<file path="src/rtl/sisc_pkg.sv">
// Shared types and constants for the SISC front end.
// Holds the fetch-to-decode bundle and opcode helpers.
package sisc_pkg;

  localparam int INSTR_W    = 32;
  localparam int ADDR_W     = 16;
  localparam int OPCODE_MSB = 31;
  localparam int OPCODE_LSB = 28;

  localparam logic [3:0] HLT_OP = 4'hF;

  typedef struct packed {
    logic [ADDR_W-1:0]  pc;
    logic [INSTR_W-1:0] instr;
  } if_id_t;

  function automatic logic [3:0] opcode(
    input logic [INSTR_W-1:0] w
  );
    return w[OPCODE_MSB:OPCODE_LSB];
  endfunction

endpackage

</file>
<file path="src/rtl/fetch_queue.sv">
// Small circular instruction queue between fetch and decode.
// Supports flushing everything or everything but the head.
module fetch_queue
  import sisc_pkg::*;
#(
  parameter int DEPTH = 2
) (
  input  logic                   clk,
  input  logic                   rst_f,
  input  logic                   push,
  input  if_id_t                 push_data,
  input  logic                   pop,
  input  logic                   flush_keep_head,
  input  logic                   flush_all,
  output if_id_t                 head,
  output logic                   full,
  output logic                   empty,
  output logic [$clog2(DEPTH):0] count
);

  localparam int PW = $clog2(DEPTH);
  localparam logic [PW:0]   C_ONE  = 1;
  localparam logic [PW:0]   C_FULL = (PW+1)'(DEPTH);
  localparam logic [PW-1:0] P_ONE  = 1;

  if_id_t mem [DEPTH];

  logic [PW-1:0] rd_ptr;
  logic [PW-1:0] wr_ptr;
  logic [PW-1:0] rd_nxt;

  assign rd_nxt = rd_ptr + P_ONE;
  assign head   = mem[rd_ptr];
  assign empty  = count == '0;
  assign full   = count == C_FULL;

  always_ff @(posedge clk) begin
    if (push) mem[wr_ptr] <= push_data;
  end

  always_ff @(posedge clk) begin
    if (!rst_f) begin
      rd_ptr <= '0;
      wr_ptr <= '0;
      count  <= '0;
    end else if (flush_all) begin
      rd_ptr <= '0;
      wr_ptr <= '0;
      count  <= '0;
    end else if (flush_keep_head) begin
      // only the head survives, unless it leaves now
      if (pop) begin
        rd_ptr <= rd_nxt;
        wr_ptr <= rd_nxt;
        count  <= '0;
      end else if (!empty) begin
        wr_ptr <= rd_nxt;
        count  <= C_ONE;
      end
    end else begin
      if (push) wr_ptr <= wr_ptr + P_ONE;
      if (pop)  rd_ptr <= rd_nxt;
      unique case ({push, pop})
        2'b10:   count <= count + C_ONE;
        2'b01:   count <= count - C_ONE;
        default: ;
      endcase
    end
  end

endmodule

</file>
<file path="src/rtl/fetch_unit.sv">
// Fetch stage: owns the PC, feeds the instruction queue,
// handles branch redirects and stops at HLT.
module fetch_unit #(
  parameter int          DEPTH    = 2,
  parameter logic [15:0] RESET_PC = 16'h0000,
  parameter logic [3:0]  HLT_OP   = 4'hF
) (
  input  logic        clk,
  input  logic        rst_f,
  output logic [15:0] im_addr,
  input  logic [31:0] im_data,
  output logic [31:0] ir,
  output logic [15:0] ir_pc,
  output logic        ir_valid,
  input  logic        ir_ready,
  input  logic        br_taken,
  input  logic [15:0] br_target,
  output logic        halted
);

  sisc_pkg::if_id_t head;
  sisc_pkg::if_id_t wr_ent;

  logic [$clog2(DEPTH):0] q_count;
  logic q_full;
  logic q_empty;

  logic [15:0] pc;
  logic halt_pend;
  logic deq;
  logic enq;
  logic redirect;
  logic head_hlt;

  assign im_addr  = pc;
  assign wr_ent   = {pc, im_data};
  assign ir_valid = q_count != '0;
  assign ir       = q_empty ? '0 : head.instr;
  assign ir_pc    = q_empty ? '0 : head.pc;

  assign deq      = ir_valid & ir_ready;
  assign head_hlt = sisc_pkg::opcode(head.instr) == HLT_OP;
  assign redirect = br_taken & ~halted;
  assign enq      = ~halted & ~halt_pend & ~br_taken
                  & (~q_full | deq);

  fetch_queue #(
    .DEPTH(DEPTH)
  ) u_queue (
    .clk             (clk),
    .rst_f           (rst_f),
    .push            (enq),
    .push_data       (wr_ent),
    .pop             (deq),
    .flush_keep_head (redirect),
    .flush_all       (deq & head_hlt),
    .head            (head),
    .full            (q_full),
    .empty           (q_empty),
    .count           (q_count)
  );

  always_ff @(posedge clk) begin
    if (!rst_f) begin
      pc        <= RESET_PC;
      halt_pend <= 1'b0;
      halted    <= 1'b0;
    end else begin
      unique case (1'b1)
        redirect: begin
          pc        <= br_target;
          halt_pend <= 1'b0;
        end
        enq: begin
          pc <= pc + 16'd1;
          if (sisc_pkg::opcode(im_data) == HLT_OP)
            halt_pend <= 1'b1;
        end
        default: ;
      endcase
      if (deq & head_hlt) halted <= 1'b1;
    end
  end

endmodule
</file>
<file path="config.mk">
export PLATFORM = sky130hd
export DESIGN_NAME = fetch_unit
export DESIGN_NICKNAME = d
export VERILOG_FILES = /design/src/rtl/sisc_pkg.sv /design/src/rtl/fetch_queue.sv /design/src/rtl/fetch_unit.sv
export SDC_FILE = /design/constraint.sdc
export NUM_CORES = 1
export LEC_CHECK = 0
export BUFFER_PORTS_ARGS = -buffer_cell sky130_fd_sc_hd__buf_2
export CAP_MARGIN = 20
export CORE_MARGIN = 3
export CORE_UTILIZATION = 57
export DETAILED_ROUTE_END_ITERATION = 10
export GPL_ROUTABILITY_DRIVEN = 0
export PLACE_DENSITY = 0.84
export SYNTH_ARGS = -nofsm -noshare
export SYNTH_HDL_FRONTEND = slang
export SYNTH_SLANG_ARGS = --single-unit
</file>
<file path="constraint.sdc">
create_clock -name clk -period 5.4 [get_ports clk]
set_input_delay 0.54 -clock clk [delete_from_list [all_inputs] [get_ports clk]]
set_output_delay 0.54 -clock clk [all_outputs]
set_load 0.01 [all_outputs]
</file>
# == Yosys cells after proc, flatten, opt, wreduce, memory -nomap -nowiden ==
# Memories as Yosys holds them, arrays and structs flattened. A register that Yosys moved wholly into a read port is not among the register bits.
# Index checks and enable logic that the tools add are counted.
# word_totals
register_bits,22
ram_bits,96
input_bits,52
out_inout_bits,66
elab_cells,56
mem_count,1
# memory_table
name,words,width,rd,rd_clocked_by_memory_dff,wr,line,source
u_queue.mem,2,48,1,1,1,fetch_queue.sv:26,if_id_t mem [DEPTH];
# op_classes
addsub,5
n_eq_ne,7
mux,17
n_bitwise,12
n_reduce_logical,8
# ops
op,count
$mux 32,1
$pmux 16 s2,1
$add 16x1->16 const B,1
$mux 16,1
$mux 1,9
$eq 4x4->1 const B,2
$and 1x1->1,6
$mux 2,3
$reduce_and 2->1,3
$not 1->1,5
$eq 2x2->1 const B,2
$pmux 2 s2,1
$reduce_bool 2->1,2
$ne 3x3->1 const B,1
$reduce_bool 3->1,1
$add 1x1->1 const B,2
$add 2x1->2 const B,1
$eq 2x1->1 const B,1
$logic_not 2->1,1
$ne 2x2->1 const B,1
$pmux 1 s2,1
$reduce_or 2->1,1
$sub 2x1->2 const B,1
$or 1x1->1,1

# == Logic depth before layout (Yosys ltp) ==
# depth
depth_word,7
mapped_depth,6
mapped_depth_nobuf,5

# == By module ==
# A second synthesis with hierarchy kept.
# unflattened
hier_cells,371
hier_area_um2,5166.2
# by_module_without_submodules
module,n_inst,cells_per_inst,area_each_um2,seq_area_each_um2
fetch_queue,1,181,3734.8,2982.9
fetch_unit,1,190,1431.4,360.3

# == Least setup slack after synthesis ==
# OpenSTA, ideal clock, no wires.
# synth_path
kind,input to register
startpoint,in br_taken
endpoint,mem u_queue.mem[0][0] in the netlist's numbering (enable)
setup_ns,0.455
arrival_time_ns,2.865
required_ns,4.945
slack_ns,2.080
path_stages,3
path_buffers,0
path_cell_list,nor3_4 > nand2_1 > nor2_1
# synth_between
elab_chain_len,5
# synth_lines
element,line,source
"start, declared",fetch_unit.sv:16,"input logic br_taken,"
$not 1->1,fetch_unit.sv:44,assign enq = ~halted & ~halt_pend & ~br_taken
$and 1x1->1,fetch_unit.sv:44,
$and 1x1->1,fetch_unit.sv:45,& (~q_full | deq);
$mux 1,fetch_queue.sv:38,if (push) mem[wr_ptr] <= push_data;
$mux 1 (implied by the code),fetch_queue.sv:38,
"end, declared",fetch_queue.sv:26,
# No other way between the ends.

==> flow_summary.json <==
{
  "grt_pass1_wl_um": 18120,
  "via_count": 3554,
  "fin_setup_tns_ps": 0,
  "clock_skew_ps": 6.988,
  "syn_nets": 429,
  "critPathLaunchType": "register",
  "synth_ff_type": "edfxtp_1",
  "wl_per_cell_um": 18.51,
  "synth_cell_types": 54,
  "cts.path.max_buffers": 2,
  "timing_worst_slew_pin_value_ps": 640.7,
  "rsz0062_at_grt": "false",
  "path_cells": "buf_4 > mux2i_1 > nor2_1 > buf_2",
  "crit_type": "register to primary output",
  "crit_slowest_cell": "dfxtp_2",
  "grt_max_degree": 52,
  "max_stage_delay_ps": 660,
  "hold_class": "input port to register",
  "setup_viol": 0,
  "final_util": 0.7453,
  "dp_hpwl_um": 7165,
  "fin_ws_ps": 2599,
  "avgSynthCellArea_um2": 13.19,
  "vdd_drop_max_uv": 256.1,
  "postCtsResizedCells": 0,
  "power_per_cell_area_nw_per_um2": 382.7,
  "drc": 0,
  "grt_usage": 0.2416,
  "worstSkewPairLatency_ps": 510,
  "clkTransAtPathRegs_ps": 60,
  "ios": 118,
  "yosysWarningCount": 0,
  "cts_tree": "done",
  "slew-limit-headroom": 0.5729,
  "numPortBuffers": 117,
  "crit_fanout": 32,
  "syn_inst": 376,
  "worst_ep_required_time_ps": 4860,
  "async_reset_ff_frac": 0,
  "core_area_um2": 8341,
  "period_share": 0.5187,
  "nFillCells": 541,
  "whs_ps": 217.5,
  "ys_seq_area_frac": 0.6739,
  "grt_pass1_vias": 3562,
  "cts_max_level": 4,
  "p_leak_nw": 2.402,
  "drt-initial-drc-count": 178,
  "end_kind": "primary output",
  "worstHoldStart": "im_data[16]",
  "layout_min_cycle_time_ps": 2801,
  "layout.cells.most_common": "buf_2",
  "dr.pass1.iters": 5,
  "syn_to_final_growth_pct": 25.30,
  "overflow": 0,
  "fin_cells": 613,
  "dieWidth_um": 99.29,
  "ant_nets": 0,
  "final-hold-violation-count": 0,
  "routed_wl_um": 11350,
  "antenna_found_initial": 0,
  "die-area_um2": 9859,
  "antenna_cells": 0,
  "outcome": "complete, no violations",
  "cp.arrival_ps": 2260,
  "max_cap_viol_count": 0,
  "clock.fmax_ghz": 0.3570,
  "finalNetCount": 548,
  "die_h_um": 99.29,
  "synth-edff-count": 96,
  "cts-hold-fix-buffers": 0,
  "yosys_register_bits": 119,
  "r2r_start": "im_addr[3]$_SDFFE_PN0P_",
  "initial_core_util": 0.5948,
  "place_ws_ps": 3096,
  "clockRootBuffer": "clkbuf_8",
  "final_cell_mix": "buf_2, edfxtp_1, nor2_1",
  "cts_made_buffers": 17,
  "syn_area_um2": 4961,
  "fp-row-count": 33,
  "post_cts_buffers": 0,
  "vias_per_cell": 5.798,
  "dp_cells": 579,
  "drv_slew": 0,
  "tritoncts_num_sinks": 119,
  "final_layout_size_suffix_gt1_frac": 0.3189
}
path summary, 6_finish.rpt:
check | to | slack [ps] | depth (start not counted)
setup reg to reg | im_addr[10]$_SDFFE_PN0P_ | 3380 | 4
hold / removal | u_queue.mem[1][16]$_DFFE_PP_ | 220 | 1
hold reg to reg | u_queue.mem[0][46]$_DFFE_PP_ | 540 | 0
setup / recovery | ir_pc[15] | 2600 | 4
synthesized netlist by cell type, types with 2 or more instances:
| cell | n | area, um^2 |
|---|---|---|
| edfxtp_1 | 96 | 2883 |
| nor2_1 | 57 | 214.0 |
| mux2i_1 | 47 | 470.5 |
| dfxtp_1 | 23 | 460.4 |
| nand2_1 | 23 | 86.33 |
| a31oi_1 | 10 | 62.56 |
| clkbuf_1 | 10 | 37.54 |
| a21oi_1 | 7 | 35.03 |
| o21ai_0 | 7 | 35.03 |
| and3_1 | 6 | 37.54 |
| buf_2 | 6 | 30.03 |
| or3_1 | 6 | 37.54 |
| inv_1 | 5 | 18.77 |
| nand2b_1 | 5 | 31.28 |
| or4_1 | 5 | 37.54 |
| nand3_1 | 4 | 20.02 |
| nand4_1 | 4 | 25.02 |
| o211ai_1 | 4 | 30.03 |
| o311ai_0 | 4 | 35.03 |
| and4_1 | 3 | 26.28 |
| buf_1 | 3 | 11.26 |
| nor3_1 | 3 | 15.01 |
| a22o_1 | 2 | 17.52 |
| a22oi_1 | 2 | 15.01 |
| buf_6 | 2 | 22.52 |
| nor2b_1 | 2 | 12.51 |
| o21a_1 | 2 | 15.01 |
| o22ai_1 | 2 | 12.51 |
where the power goes:
part	switching [W]	internal, W	leakage, nW
registers	0.0000393	0.00106	1.10
logic	0.000131	0.0000893	1.04
clock network	0.000404	0.000655	0.260
total	0.000574	0.00181	2.40
routing by layer:
metal  global-route usage  wire, um  vias to the layer above
met2               0.3967      5713                      169
met3              0.06592       859                       17
met5                    0         0                        -
li1                     -         -                     1667
met1               0.3101      4612                     1701
met4              0.08824       162                        0
per-stage QoR:
stage	instance area, um^2	total power, W
floorplan	4961	0.001236
global placement	5608	0.001322
detailed placement	5608	0.001331
CTS	6176	0.002393
global route	6216	0.002468
finish	6216	0.002379
worst max-delay path: cells and delay by family, from the launching register on:
family	cells	cell delay, ps
buffers and inverters	2	710
flip-flops	1	660
multiplexers	1	290
AND/OR/NAND/NOR	1	80
kinds of logic after synthesis:
logic type | share of synthesized area
buffers and inverters | 0.02497
adder cells (fa/ha/maj) | 0.002522
multiplexers | 0.09483
flip-flops | 0.6739
AND/OR/NAND/NOR | 0.1304
AO/OA/AOI/OAI | 0.07163
XOR/XNOR | 0.001766
sequential cells by signal (all words and copies together), names as in the netlist, named ones only:
signal / count
halt_pend: 1
halted: 1
im_addr: 16
u_queue.count: 2
u_queue.mem: 96
u_queue.rd_ptr: 1
u_queue.wr_ptr: 1
layout make-up:
type | instances | area (um^2) | area share
Inverter | 6 | 22.52 | 0.003623
Clock buffer | 17 | 414.1 | 0.06663
Clock inverter | 15 | 153.9 | 0.02476
Multi-Input combinational cell | 230 | 1509 | 0.2428
Sequential cell | 119 | 3344 | 0.5380
Timing Repair Buffer | 121 | 640.6 | 0.1031
Tap cell | 105 | 131.4 | 0.02114
Note: power is estimated with default switching activity, not from simulation.
